`config.mk`:
```
export PLATFORM = sky130hd
export DESIGN_NAME = umtrx_rx_pkt_mux_flat
export DESIGN_NICKNAME = d
export VERILOG_FILES = /design/src/rtl/umtrx_rx_pkt_mux_pkg.sv /design/src/rtl/umtrx_rx_pkt_mux_if.sv /design/src/rtl/umtrx_rx_pkt_mux_skid_buf.sv /design/src/rtl/umtrx_rx_pkt_mux.sv /design/src/flat_wrapper.sv
export SDC_FILE = /design/constraint.sdc
export NUM_CORES = 1
export LEC_CHECK = 0
export ABC_AREA = 1
export BUFFER_PORTS_ARGS = -buffer_cell sky130_fd_sc_hd__buf_4
export CORE_ASPECT_RATIO = 0.5
export CORE_MARGIN = 3
export CORE_UTILIZATION = 46
export CTS_BUF_LIST = sky130_fd_sc_hd__clkbuf_8
export CTS_CLUSTER_DIAMETER = 30
export DETAILED_ROUTE_END_ITERATION = 10
export PLACE_DENSITY = 0.78
export SLEW_MARGIN = 20
export SYNTH_ARGS = -nofsm -noshare
export SYNTH_HDL_FRONTEND = slang
export SYNTH_SLANG_ARGS = --single-unit
```
`constraint.sdc`:
```
create_clock -name sys_clk_i -period 2.13 [get_ports sys_clk_i]
set_input_delay 0.213 -clock sys_clk_i [delete_from_list [all_inputs] [get_ports sys_clk_i]]
set_output_delay 0.213 -clock sys_clk_i [all_outputs]
set_load 0.03 [all_outputs]
```
`src/rtl/umtrx_rx_pkt_mux_pkg.sv`:
```
// Shared VITA stream constants, FSM state type and small word helpers for
// the RX packet mux.
package umtrx_rx_pkt_mux_pkg;

    // VITA stream word layout: [31:0] data, [32] SOF, [33] EOF, [35:34] occupancy
    localparam int VITA_W  = 36;
    localparam int SOF_BIT = 32;
    localparam int EOF_BIT = 33;
    localparam int OCC_LSB = 34;

    // Settings-bus offsets relative to the block base address
    localparam int MUX_MASK = 0;
    localparam int MUX_CLR  = 1;

    typedef logic [VITA_W-1:0] vita_word_t;

    typedef enum logic [0:0] {
        ST_IDLE = 1'b0,
        ST_PASS = 1'b1
    } mux_state_e;

    function automatic logic is_sof(input vita_word_t w);
        return w[SOF_BIT];
    endfunction

    function automatic logic is_eof(input vita_word_t w);
        return w[EOF_BIT];
    endfunction

endpackage

```
`src/rtl/umtrx_rx_pkt_mux_if.sv`:
```
// Bus bundle for the RX packet mux: per-channel input streams, merged output
// stream, settings bus and status readback.
interface umtrx_rx_pkt_mux_if
    import umtrx_rx_pkt_mux_pkg::*;
#(
    parameter int NUM_CHAN = 2
);
    logic [VITA_W*NUM_CHAN-1:0] in_data;
    logic [NUM_CHAN-1:0]        in_valid;
    logic [NUM_CHAN-1:0]        in_ready;
    logic [VITA_W-1:0]          out_data;
    logic                       out_valid;
    logic                       out_ready;
    logic                       set_stb;
    logic [7:0]                 set_addr;
    logic [31:0]                set_data;
    logic [31:0]                status;

    // Mux side of the bundle
    modport slave (
        input  in_data, in_valid, out_ready, set_stb, set_addr, set_data,
        output in_ready, out_data, out_valid, status
    );

    // Environment side of the bundle (sources, sink, settings master)
    modport master (
        output in_data, in_valid, out_ready, set_stb, set_addr, set_data,
        input  in_ready, out_data, out_valid, status
    );

endinterface

```
`src/rtl/umtrx_rx_pkt_mux_skid_buf.sv`:
```
// Two-entry output skid buffer. Both in_ready and out_valid/out_data come
// straight from flops, so there is no combinational path from out_ready back
// to in_ready while a full word per cycle can still stream through.
module pkt_skid_buf
    import umtrx_rx_pkt_mux_pkg::*;
(
    input  logic       clk_i,
    input  logic       rst_n_i,
    input  vita_word_t in_data_i,
    input  logic       in_valid_i,
    output logic       in_ready_o,
    output vita_word_t out_data_o,
    output logic       out_valid_o,
    input  logic       out_ready_i
);

    vita_word_t head_q, head_d;
    vita_word_t tail_q, tail_d;
    logic [1:0] cnt_q, cnt_d;
    logic       rdy_q, rdy_d;
    logic       vld_q, vld_d;
    logic       push_s, pop_s;

    // Next-state of the two-entry queue; head is always the presented word
    always_comb begin
        push_s = in_valid_i & rdy_q;
        pop_s  = vld_q & out_ready_i;
        head_d = head_q;
        tail_d = tail_q;
        cnt_d  = cnt_q;
        case ({push_s, pop_s})
            2'b10: begin
                if (cnt_q == 2'd0) begin
                    head_d = in_data_i;
                end else begin
                    tail_d = in_data_i;
                end
                cnt_d = cnt_q + 2'd1;
            end
            2'b01: begin
                if (cnt_q == 2'd2) begin
                    head_d = tail_q;
                end else begin
                    head_d = head_q;
                end
                cnt_d = cnt_q - 2'd1;
            end
            2'b11: begin
                if (cnt_q == 2'd1) begin
                    head_d = in_data_i;
                end else begin
                    head_d = tail_q;
                    tail_d = in_data_i;
                end
                cnt_d = cnt_q;
            end
            default: begin
                cnt_d = cnt_q;
            end
        endcase
        rdy_d = (cnt_d != 2'd2);
        vld_d = (cnt_d != 2'd0);
    end

    // Queue storage and registered handshake flags
    always_ff @(posedge clk_i) begin
        if (!rst_n_i) begin
            head_q <= '0;
            tail_q <= '0;
            cnt_q  <= 2'd0;
            rdy_q  <= 1'b0;
            vld_q  <= 1'b0;
        end else begin
            head_q <= head_d;
            tail_q <= tail_d;
            cnt_q  <= cnt_d;
            rdy_q  <= rdy_d;
            vld_q  <= vld_d;
        end
    end

    assign in_ready_o  = rdy_q;
    assign out_valid_o = vld_q;
    assign out_data_o  = head_q;

endmodule

```
`src/rtl/umtrx_rx_pkt_mux.sv`:
```
// Packet-atomic round-robin merger of the per-DSP RX VITA streams. A channel
// is granted for a whole SOF..EOF packet; the settings bus provides a channel
// enable mask and a clear for the packet counter and sticky protocol error.
module umtrx_rx_pkt_mux
    import umtrx_rx_pkt_mux_pkg::*;
#(
    parameter int NUM_CHAN = 2,
    parameter int BASE     = 0
)(
    input  logic                 sys_clk_i,
    input  logic                 sys_rst_n_i,
    umtrx_rx_pkt_mux_if.slave    bus
);

    mux_state_e          state_q;
    logic [1:0]          grant_q;
    logic [1:0]          rr_q;
    logic [NUM_CHAN-1:0] mask_q;
    logic [15:0]         pkt_cnt_q;
    logic                err_q;
    logic                first_q;

    logic [3:0]          cand_s;
    logic [1:0]          pick_s;
    logic [1:0]          rr_next_s;
    vita_word_t          sel_data_s;
    logic                sel_valid_s;
    logic                pass_s;
    logic                skid_rdy_s;
    logic                xfer_s;
    logic                wr_mask_s;
    logic                wr_clr_s;
    logic [NUM_CHAN-1:0] in_ready_s;

    // First requesting channel at or after ptr, wrapping modulo NUM_CHAN
    function automatic logic [1:0] rr_pick(input logic [3:0] cand, input logic [1:0] ptr);
        logic [1:0] pick;
        logic [1:0] c;
        logic       found;
        pick  = ptr;
        found = 1'b0;
        for (int i = 0; i < NUM_CHAN; i++) begin
            c = 2'((int'(ptr) + i) % NUM_CHAN);
            if (!found && cand[c]) begin
                pick  = c;
                found = 1'b1;
            end else begin
                found = found;
            end
        end
        return pick;
    endfunction

    // Arbitration inputs, granted-channel select and settings decode
    always_comb begin
        pass_s      = (state_q == ST_PASS);
        cand_s      = 4'(bus.in_valid & mask_q);
        pick_s      = rr_pick(cand_s, rr_q);
        sel_data_s  = '0;
        sel_valid_s = 1'b0;
        for (int k = 0; k < NUM_CHAN; k++) begin
            sel_data_s  = (grant_q == 2'(k)) ? bus.in_data[k*VITA_W +: VITA_W] : sel_data_s;
            sel_valid_s = (grant_q == 2'(k)) ? bus.in_valid[k] : sel_valid_s;
            in_ready_s[k] = pass_s & (grant_q == 2'(k)) & skid_rdy_s;
        end
        xfer_s = pass_s & sel_valid_s & skid_rdy_s;
        if (({1'b0, grant_q} + 3'd1) >= 3'(NUM_CHAN)) begin
            rr_next_s = 2'd0;
        end else begin
            rr_next_s = grant_q + 2'd1;
        end
        wr_mask_s = bus.set_stb & (bus.set_addr == 8'(BASE + MUX_MASK));
        wr_clr_s  = bus.set_stb & (bus.set_addr == 8'(BASE + MUX_CLR));
    end

    // Channel enable mask; a change only affects the next IDLE decision
    always_ff @(posedge sys_clk_i) begin
        if (!sys_rst_n_i) begin
            mask_q <= {NUM_CHAN{1'b1}};
        end else if (wr_mask_s) begin
            mask_q <= bus.set_data[NUM_CHAN-1:0];
        end else begin
            mask_q <= mask_q;
        end
    end

    // Grant FSM with packet counter and sticky error; a clear write overrides
    // a same-cycle increment because it is the last assignment
    always_ff @(posedge sys_clk_i) begin
        if (!sys_rst_n_i) begin
            state_q   <= ST_IDLE;
            grant_q   <= 2'd0;
            rr_q      <= 2'd0;
            pkt_cnt_q <= 16'd0;
            err_q     <= 1'b0;
            first_q   <= 1'b0;
        end else begin
            case (state_q)
                ST_IDLE: begin
                    if (|cand_s) begin
                        grant_q <= pick_s;
                        first_q <= 1'b1;
                        state_q <= ST_PASS;
                    end else begin
                        state_q <= ST_IDLE;
                    end
                end
                ST_PASS: begin
                    if (xfer_s) begin
                        first_q <= 1'b0;
                        // SOF must be set on the first word and only there
                        if (first_q != is_sof(sel_data_s)) begin
                            err_q <= 1'b1;
                        end
                        if (is_eof(sel_data_s)) begin
                            state_q   <= ST_IDLE;
                            rr_q      <= rr_next_s;
                            pkt_cnt_q <= pkt_cnt_q + 16'd1;
                        end else begin
                            state_q <= ST_PASS;
                        end
                    end else begin
                        state_q <= ST_PASS;
                    end
                end
                default: begin
                    state_q <= ST_IDLE;
                end
            endcase
            if (wr_clr_s) begin
                pkt_cnt_q <= 16'd0;
                err_q     <= 1'b0;
            end
        end
    end

    pkt_skid_buf u_skid (
        .clk_i       (sys_clk_i),
        .rst_n_i     (sys_rst_n_i),
        .in_data_i   (sel_data_s),
        .in_valid_i  (pass_s & sel_valid_s),
        .in_ready_o  (skid_rdy_s),
        .out_data_o  (bus.out_data),
        .out_valid_o (bus.out_valid),
        .out_ready_i (bus.out_ready)
    );

    assign bus.in_ready = in_ready_s;
    assign bus.status   = {err_q, pass_s, 12'd0, grant_q, pkt_cnt_q};

endmodule

```
`src/flat_wrapper.sv`:
```
// flat-port wrapper written by rule: the top's interface ports become plain ports
module umtrx_rx_pkt_mux_flat import umtrx_rx_pkt_mux_pkg::*;
#(
    parameter int NUM_CHAN = 2,
    parameter int BASE     = 0
)
  (sys_clk_i, sys_rst_n_i, bus_in_data, bus_in_valid, bus_out_ready, bus_set_stb, bus_set_addr, bus_set_data, bus_in_ready, bus_out_data, bus_out_valid, bus_status);
  umtrx_rx_pkt_mux_if #(.NUM_CHAN(NUM_CHAN)) bus_i ();
  input  logic sys_clk_i;
  input  logic sys_rst_n_i;
  input wire logic [$bits(bus_i.in_data)-1:0] bus_in_data;
  input wire logic [$bits(bus_i.in_valid)-1:0] bus_in_valid;
  input wire logic [$bits(bus_i.out_ready)-1:0] bus_out_ready;
  input wire logic [$bits(bus_i.set_stb)-1:0] bus_set_stb;
  input wire logic [$bits(bus_i.set_addr)-1:0] bus_set_addr;
  input wire logic [$bits(bus_i.set_data)-1:0] bus_set_data;
  output wire logic [$bits(bus_i.in_ready)-1:0] bus_in_ready;
  output wire logic [$bits(bus_i.out_data)-1:0] bus_out_data;
  output wire logic [$bits(bus_i.out_valid)-1:0] bus_out_valid;
  output wire logic [$bits(bus_i.status)-1:0] bus_status;
  assign bus_i.in_data = bus_in_data;
  assign bus_i.in_valid = bus_in_valid;
  assign bus_i.out_ready = bus_out_ready;
  assign bus_i.set_stb = bus_set_stb;
  assign bus_i.set_addr = bus_set_addr;
  assign bus_i.set_data = bus_set_data;
  assign bus_in_ready = bus_i.in_ready;
  assign bus_out_data = bus_i.out_data;
  assign bus_out_valid = bus_i.out_valid;
  assign bus_status = bus_i.status;
  umtrx_rx_pkt_mux #(.NUM_CHAN(NUM_CHAN), .BASE(BASE)) u_core (.sys_clk_i(sys_clk_i), .sys_rst_n_i(sys_rst_n_i), .bus(bus_i));
endmodule
```
Word level (Yosys, flattened, before mapping)

Cells that the tools add are included.

Word-level logic and storage cells: 92
Flip-flop bits (word level): 101
Output and inout bits: 71

Add/sub/neg operators: 6
Bitwise logic cells: 13
Magnitude comparators: 3
Reductions and logical operators: 16
Eq/ne operators: 15
Multiplexer cells: 27

Operators by type and width:

| cell                    | count |
|---|---|
| $mux W36                | 7 |
| $pmux W36 S3            | 1 |
| $pmux W36 S2            | 1 |
| $add A16 B1 Y16 const B | 1 |
| $ne A2 B2 Y1 const B    | 6 |
| $reduce_and A3 Y1       | 4 |
| $mux W1                 | 11 |
| $and A1 B1 Y1           | 9 |
| $eq A8 B1 Y1 const B    | 1 |
| $logic_not A8 Y1        | 1 |
| $eq A2 B1 Y1 const B    | 3 |
| $eq A2 B2 Y1 const B    | 3 |
| $mux W2                 | 3 |
| $add A2 B1 Y2 const B   | 2 |
| $logic_not A2 Y1        | 2 |
| $pmux W1 S2             | 2 |
| $pmux W2 S2             | 1 |
| $reduce_and A2 Y1       | 2 |
| $reduce_bool A2 Y1      | 2 |
| $reduce_or A4 Y1        | 1 |
| $add A2 B1 Y3 const B   | 1 |
| $ge A3 B2 Y1 const B    | 1 |
| $lt A1 B3 Y1 const B    | 1 |
| $lt A2 B3 Y1 const B    | 1 |
| other kinds (12)        | 13 |

Longest topological paths before layout

Word-level depth: 8
Depth in mapped cells: 14

Hierarchy

A second synthesis with hierarchy kept.

Cells, all modules: 1006
Area total of the unflattened synthesis: 6266.0 sq um

Modules (own cells, without submodules):

| module           | cells each | area an instance (sq um) | times used | seq. area each (sq um) |
|---|---|---|---|---|
| pkt_skid_buf     | 737        | 4428.0                   | 1          | 1521.5 |
| umtrx_rx_pkt_mux | 269        | 1838.0                   | 1          | 480.5 |

Worst setup path before layout

Ideal clock, no wire load.

Kind: register -> register
Start point: register u_core.grant_q[1]
End point: register u_core.u_skid.head_q[31] (netlist: u_core.u_skid.out_data_o[31])
Library setup time: 117 ps
Data arrival time: 2225 ps
Stages on the path, launching flop included: 13
Slack: -212 ps
Clock period less this slack: 2342 ps
Required time: 2013 ps
Cells stage by stage: dfxtp_1 -> inv_1 -> ha_1 -> inv_1 -> nand2_1 -> nand3_4 -> inv_1 -> ha_1 -> a21oi_2 -> buf_6 -> nor2_1 -> nor3_1 -> nor2_1

Word-level cells in the longest chain between the ends: 8
Elaborated cells on any way between the ends: 18
Classes of those cells: eq/ne (6); mux (7); bitwise (2); reduce/logical (3)

RTL lines:

| item                                                                       | line                                           | RTL |
|---|---|---|
| from (decl)                                                                | umtrx_rx_pkt_mux.sv:16                         | `logic [1:0] grant_q;` |
| from (signal assigned)                                                     | umtrx_rx_pkt_mux.sv:101                        | `grant_q <= pick_s;` |
| $logic_not A2 Y1                                                           | umtrx_rx_pkt_mux.sv:62, umtrx_rx_pkt_mux.sv:63 |  |
| $mux W1 (2 in series)                                                      | umtrx_rx_pkt_mux.sv:63                         | `sel_valid_s = (grant_q == 2'(k)) ? bus.in_valid[k] : sel_valid_s;` |
| $and A1 B1 Y1                                                              | umtrx_rx_pkt_mux.sv:141                        | `.in_valid_i (pass_s & sel_valid_s),` |
| $and A1 B1 Y1                                                              | umtrx_rx_pkt_mux_skid_buf.sv:26                | `push_s = in_valid_i & rdy_q;` |
| $eq A2 B1 Y1 / $eq A2 B2 Y1 (equally long branches)                        | umtrx_rx_pkt_mux_skid_buf.sv:31                | `case ({push_s, pop_s})` |
| $ne A2 B2 Y1 (no source line) / $reduce_bool A3 Y1 (equally long branches) | --                                             |  |
| $reduce_and A3 Y1 (no source line)                                         | --                                             |  |
| to (signal assigned)                                                       | umtrx_rx_pkt_mux_skid_buf.sv:68                | `head_q <= '0;` |
| to (signal assigned)                                                       | umtrx_rx_pkt_mux_skid_buf.sv:74                | `head_q <= head_d;` |
| to (decl)                                                                  | umtrx_rx_pkt_mux_skid_buf.sv:17                | `vita_word_t head_q, head_d;` |

Several ways; a longest one is shown, not always the timed one. The select of a mux whose other input is x is not followed.
A chain may end at the register's enable or synchronous reset.

Worst setup path in the final report

Start point: register u_core.grant_q[0]
End point: register u_core.u_skid.head_q[24] (netlist: u_core.u_skid.out_data_o[24])

The elaborated chain is that of the path after synthesis.

==> impl.org <==
** Placed design
- In this run, placement finished with an instance count of 1003.
- HPWL after DPL :: 9704 microns
- Input/output buffers :: 146
- Routability-driven placement finished with a final weighted congestion of 0.8550.

** Drt
- Post-detailed-route via-to-cell ratio :: 5.254
- Starting DRT DRC Count :: 305
- Wires add up to 14980 microns.
- Antenna violation net count after detailed routing :: 0
- First-pass iteration count of the detailed router :: 5
- Dividing the detail-routed wire length by the instance count gives 14.57 microns.
- After detailed routing, the number of remaining DRC violations is 0.
- Total number of vias :: 5401

** Timing
- Setup violations remaining at the end of the flow were counted as 0.
- The final-report max-slew violation count was 0.
- Hold is met by 0.06049 ns.
- Measured against its own limit, the worst slew margin works out to 63.78%.
- Clk_skew :: 0.01460 ns
- At the pin with the least slew margin, the transition time is 0.5420 ns.
- The worst path needs 2.059 ns of the cycle, external delays included.
- In the finished design, the share of the clock period the worst path needs comes to 96.66%.
- Setup total negative slack :: 0 ns
- Final hold violation count :: 0
- Based on the critical path, the design can be clocked at up to 485.7 MHz.

** Yosys
- By count the netlist is led by nor2_1 (196), nand2_1 (118), dfxtp_1 (100).
- Average instance area after synthesis :: 6.937 sq um
- EDFF count, synth :: 0
- Yosys mapped the design onto 35 distinct sky130hd cell types.
- Register bit count reported by yosys :: 100
- Sequential cells were found to cover 39.05% of the synthesized design area.
- Share of the synthesized area in the top cell type :: 39.05%
- By area the synthesized netlist is led by dfxtp_1 (39%), nor2_1 (14%), nand2_1 (8.6%).
- Fraction of registers with async set/reset :: 0%
- The biggest area contributor in the post-synthesis netlist is dfxtp_1.
- Main flop type after synthesis :: dfxtp_1
- In the post-synthesis netlist, the cell with the most instances is nor2_1.
- Total standard cell area after synthesis :: 0.005126 sq mm
- The Yosys step of the flow raised 0 warnings.
- Synthesis handed over a netlist of 739 instances.

** CTS
- CTS Root Buffer Type :: clkbuf_8
- Clk_lat worst skew :: 0.37 ns
- The clock net in this run drives a total of 100 sinks.
- Clock tree from TritonCTS :: done
- Bufs on Longest Clock Path :: 2
- Num CTS Buffers :: 9
- Clock slew at the register clock pins of the worst setup and hold paths :: 0.10 ns
- Hold repair after CTS inserted 0 buffers.
- The clock tree synthesis step divided the H-tree into 3 levels.

** Finish
- Fraction of final layout cells with drive strength greater than 1 :: 26.35%
- Final non-filler cell total :: 1028
- 0 antenna diodes ended up in the layout.
- Fill cells :: 896
- Relative to the synthesized area, the layout overhead comes to 34.46%.
- After the last flow step, the layout net total stands at 1011.
- Share of the core filled with cells :: 65.40%

** Floorplanning
- Once the floorplan was initialized, standard cells occupied 48.63% of the core.
- Row generation in the floorplan step produced 26 rows.
- The floorplan step defined a die boundary enclosing 0.01252 sq mm.
- Chip Height :: 80.65 microns
- Top-level port count :: 189
- The floorplan step defined a core boundary enclosing 0.01054 sq mm.
- The floorplan step set the die width to 155.3 microns.

** Worst hold path
- Path class of the lowest-slack min-delay path :: in -> reg

** Global routing
- First-pass GRT wire length :: 23000 microns
- Overall Global Routing Usage :: 22.61%
- Total global routing overflow :: 0
- Number of global-route vias before repair :: 4878
- Entering global routing, the biggest net connects 43 pins.
- The initial antenna violation count came to 0.

** Power
- The share of total power dissipated in sequential elements is 43.0%.
- Switching component of the power :: 1.685 mW
- The analysis attributes to cell leakage a power of 2.960 nW.
- Internal portion of total power :: 3.213 mW
- Pwr Density :: 710.6 mW/mm^2
- IR analysis of the VDD net gives a maximum drop of 0.3963 mV.
- Part of the total power dissipated in combinational logic :: 31.7%
- Proportion of total power due to net switching :: 34.40%
- Post-route total power :: 4.898 mW
- Clock network power share :: 25.3%

** Worst setup path
- Type of destination of the critical path :: register
- Data on the critical path is required at its endpoint by 2.44 ns.
- Data on the critical path arrives at its endpoint at 2.37 ns.
- Along the worst path, the maximum fanout reaches 5.
- The critical path in this run is classified as reg -> reg.
- The worst setup path is launched from a register.

** Run status
- The run finished with clean final reports.

** Job
- Max-cap violations in this run came to 0.
==> placed cells by master (no fill, tap or decap), types with 2 or more instances in the layout <==
master       n
a22oi_1     32
a21oi_1     61
nor3_1      25
inv_4        2
inv_1       33
clkinv_2     2
o21ai_1     12
inv_2        4
nor2_4       4
o21bai_1     2
nor3_2      14
conb_1      12
o21ai_0     35
dfxtp_4      2
clkbuf_16    2
nand3_1     12
inv_6        3
dfxtp_1     98
xor2_1       3
ha_1         5
nand2_1    117
buf_12      12
a22o_1       2
clkbuf_8     9
nor2_1     196
buf_4      160
a21oi_4      3
nand2_2      2
buf_16       2
ha_4         5
nand4_1      4
==> state kept, by name, indices dropped and copies added, names as in the netlist <==
register / flops
u_core.u_skid.out_data_o: 36
u_core.u_skid.in_ready_o: 1
u_core.pkt_cnt_q: 16
u_core.u_skid.cnt_q: 2
u_core.u_skid.out_valid_o: 1
u_core.rr_q: 1
u_core.u_skid.tail_q: 36
u_core.err_q: 1
u_core.pass_s: 1
u_core.first_q: 1
u_core.grant_q: 2
u_core.mask_q: 2
==> cell type report <==
class	instances	area, sq um	share of cell area, %
clock inverters	7	73.82	1.071
flip-flops and latches	100	2009	29.15
clock buffers	9	123.9	1.797
inverters	41	163.9	2.378
repair buffers	176	1546	22.44
multi-input cells	555	2800	40.62
well taps	140	175.2	2.541
==> power by group through the flow <==
stage	registers, mW	clock network (mW)	logic, mW
after floorplan	2.35	0	0.660
after global placement	2.14	0	1.36
after detailed placement	2.14	0	1.38
after CTS	2.10	1.25	1.47
after global routing	2.12	1.35	1.67
final	2.11	1.24	1.55
==> path summary, 6_finish.rpt <==
path / from / endpoint / slack, ns / cells after the start
max reg2reg: u_core.grant_q[0] / u_core.u_skid.out_data_o[24] / 0.07 / 14
min reg2reg: u_core.u_skid.tail_q[34] / u_core.u_skid.tail_q[34] / 0.46 / 2
min: bus_set_data[0] / u_core.mask_q[0] / 0.06 / 3
max: u_core.grant_q[0] / u_core.u_skid.out_data_o[24] / 0.07 / 14
==> through the flow <==
stage          setup WS [ns]  area (sq um)
4_1_cts             0.008725          6746
5_1_grt             -0.01683          6893
3_5_place_dp         -0.1400          6414
6_report             0.07118          6893
2_1_floorplan       0.009537          5192
3_3_place_gp        -0.01714          6414
==> worst max-delay path: stages, from the launching register on <==
cell	delay, ns
dfxtp_4	0.38
inv_4	0.06
ha_4	0.12
nand2_1	0.07
nand2_2	0.09
nand3_4	0.10
inv_4	0.10
ha_4	0.20
nor2_4	0.05
buf_4	0.13
a21oi_4	0.16
buf_12	0.16
buf_12	0.13
o21ai_0	0.08
nor2_1	0.16
==> kinds of logic after synthesis <==
| kind of cell | Yosys count | share of synthesized area (%) |
|---|---|---|
| buffers and inverters | 96 | 9.592 |
| adders and majority gates | 10 | 2.441 |
| AOI/OAI and AO/OA | 151 | 17.11 |
| and+or+nand+nor | 377 | 31.05 |
| DFF | 100 | 39.05 |
| other | 1 | 0.07315 |
| xor gates and xnor gates | 4 | 0.6836 |
==> what timing repair did <==
action	in CTS	in global routing
buffers inserted	2	2
cloned	2	3
setup endpoints to repair	73	69
pin swaps	4	9
resized for setup	13	25
==> routing by layer <==
metal | part of all wire, % | global-route usage [%] | vias to the layer above
met5 | 0 | 0 | -
met2 | 48 | 39.57 | 186
met3 | 7.0 | 5.436 | 29
met1 | 43 | 28.11 | 2517
met4 | 2.1 | 6.114 | 0
li1 | - | - | 2669
Note: power is estimated with default switching activity, not from simulation.
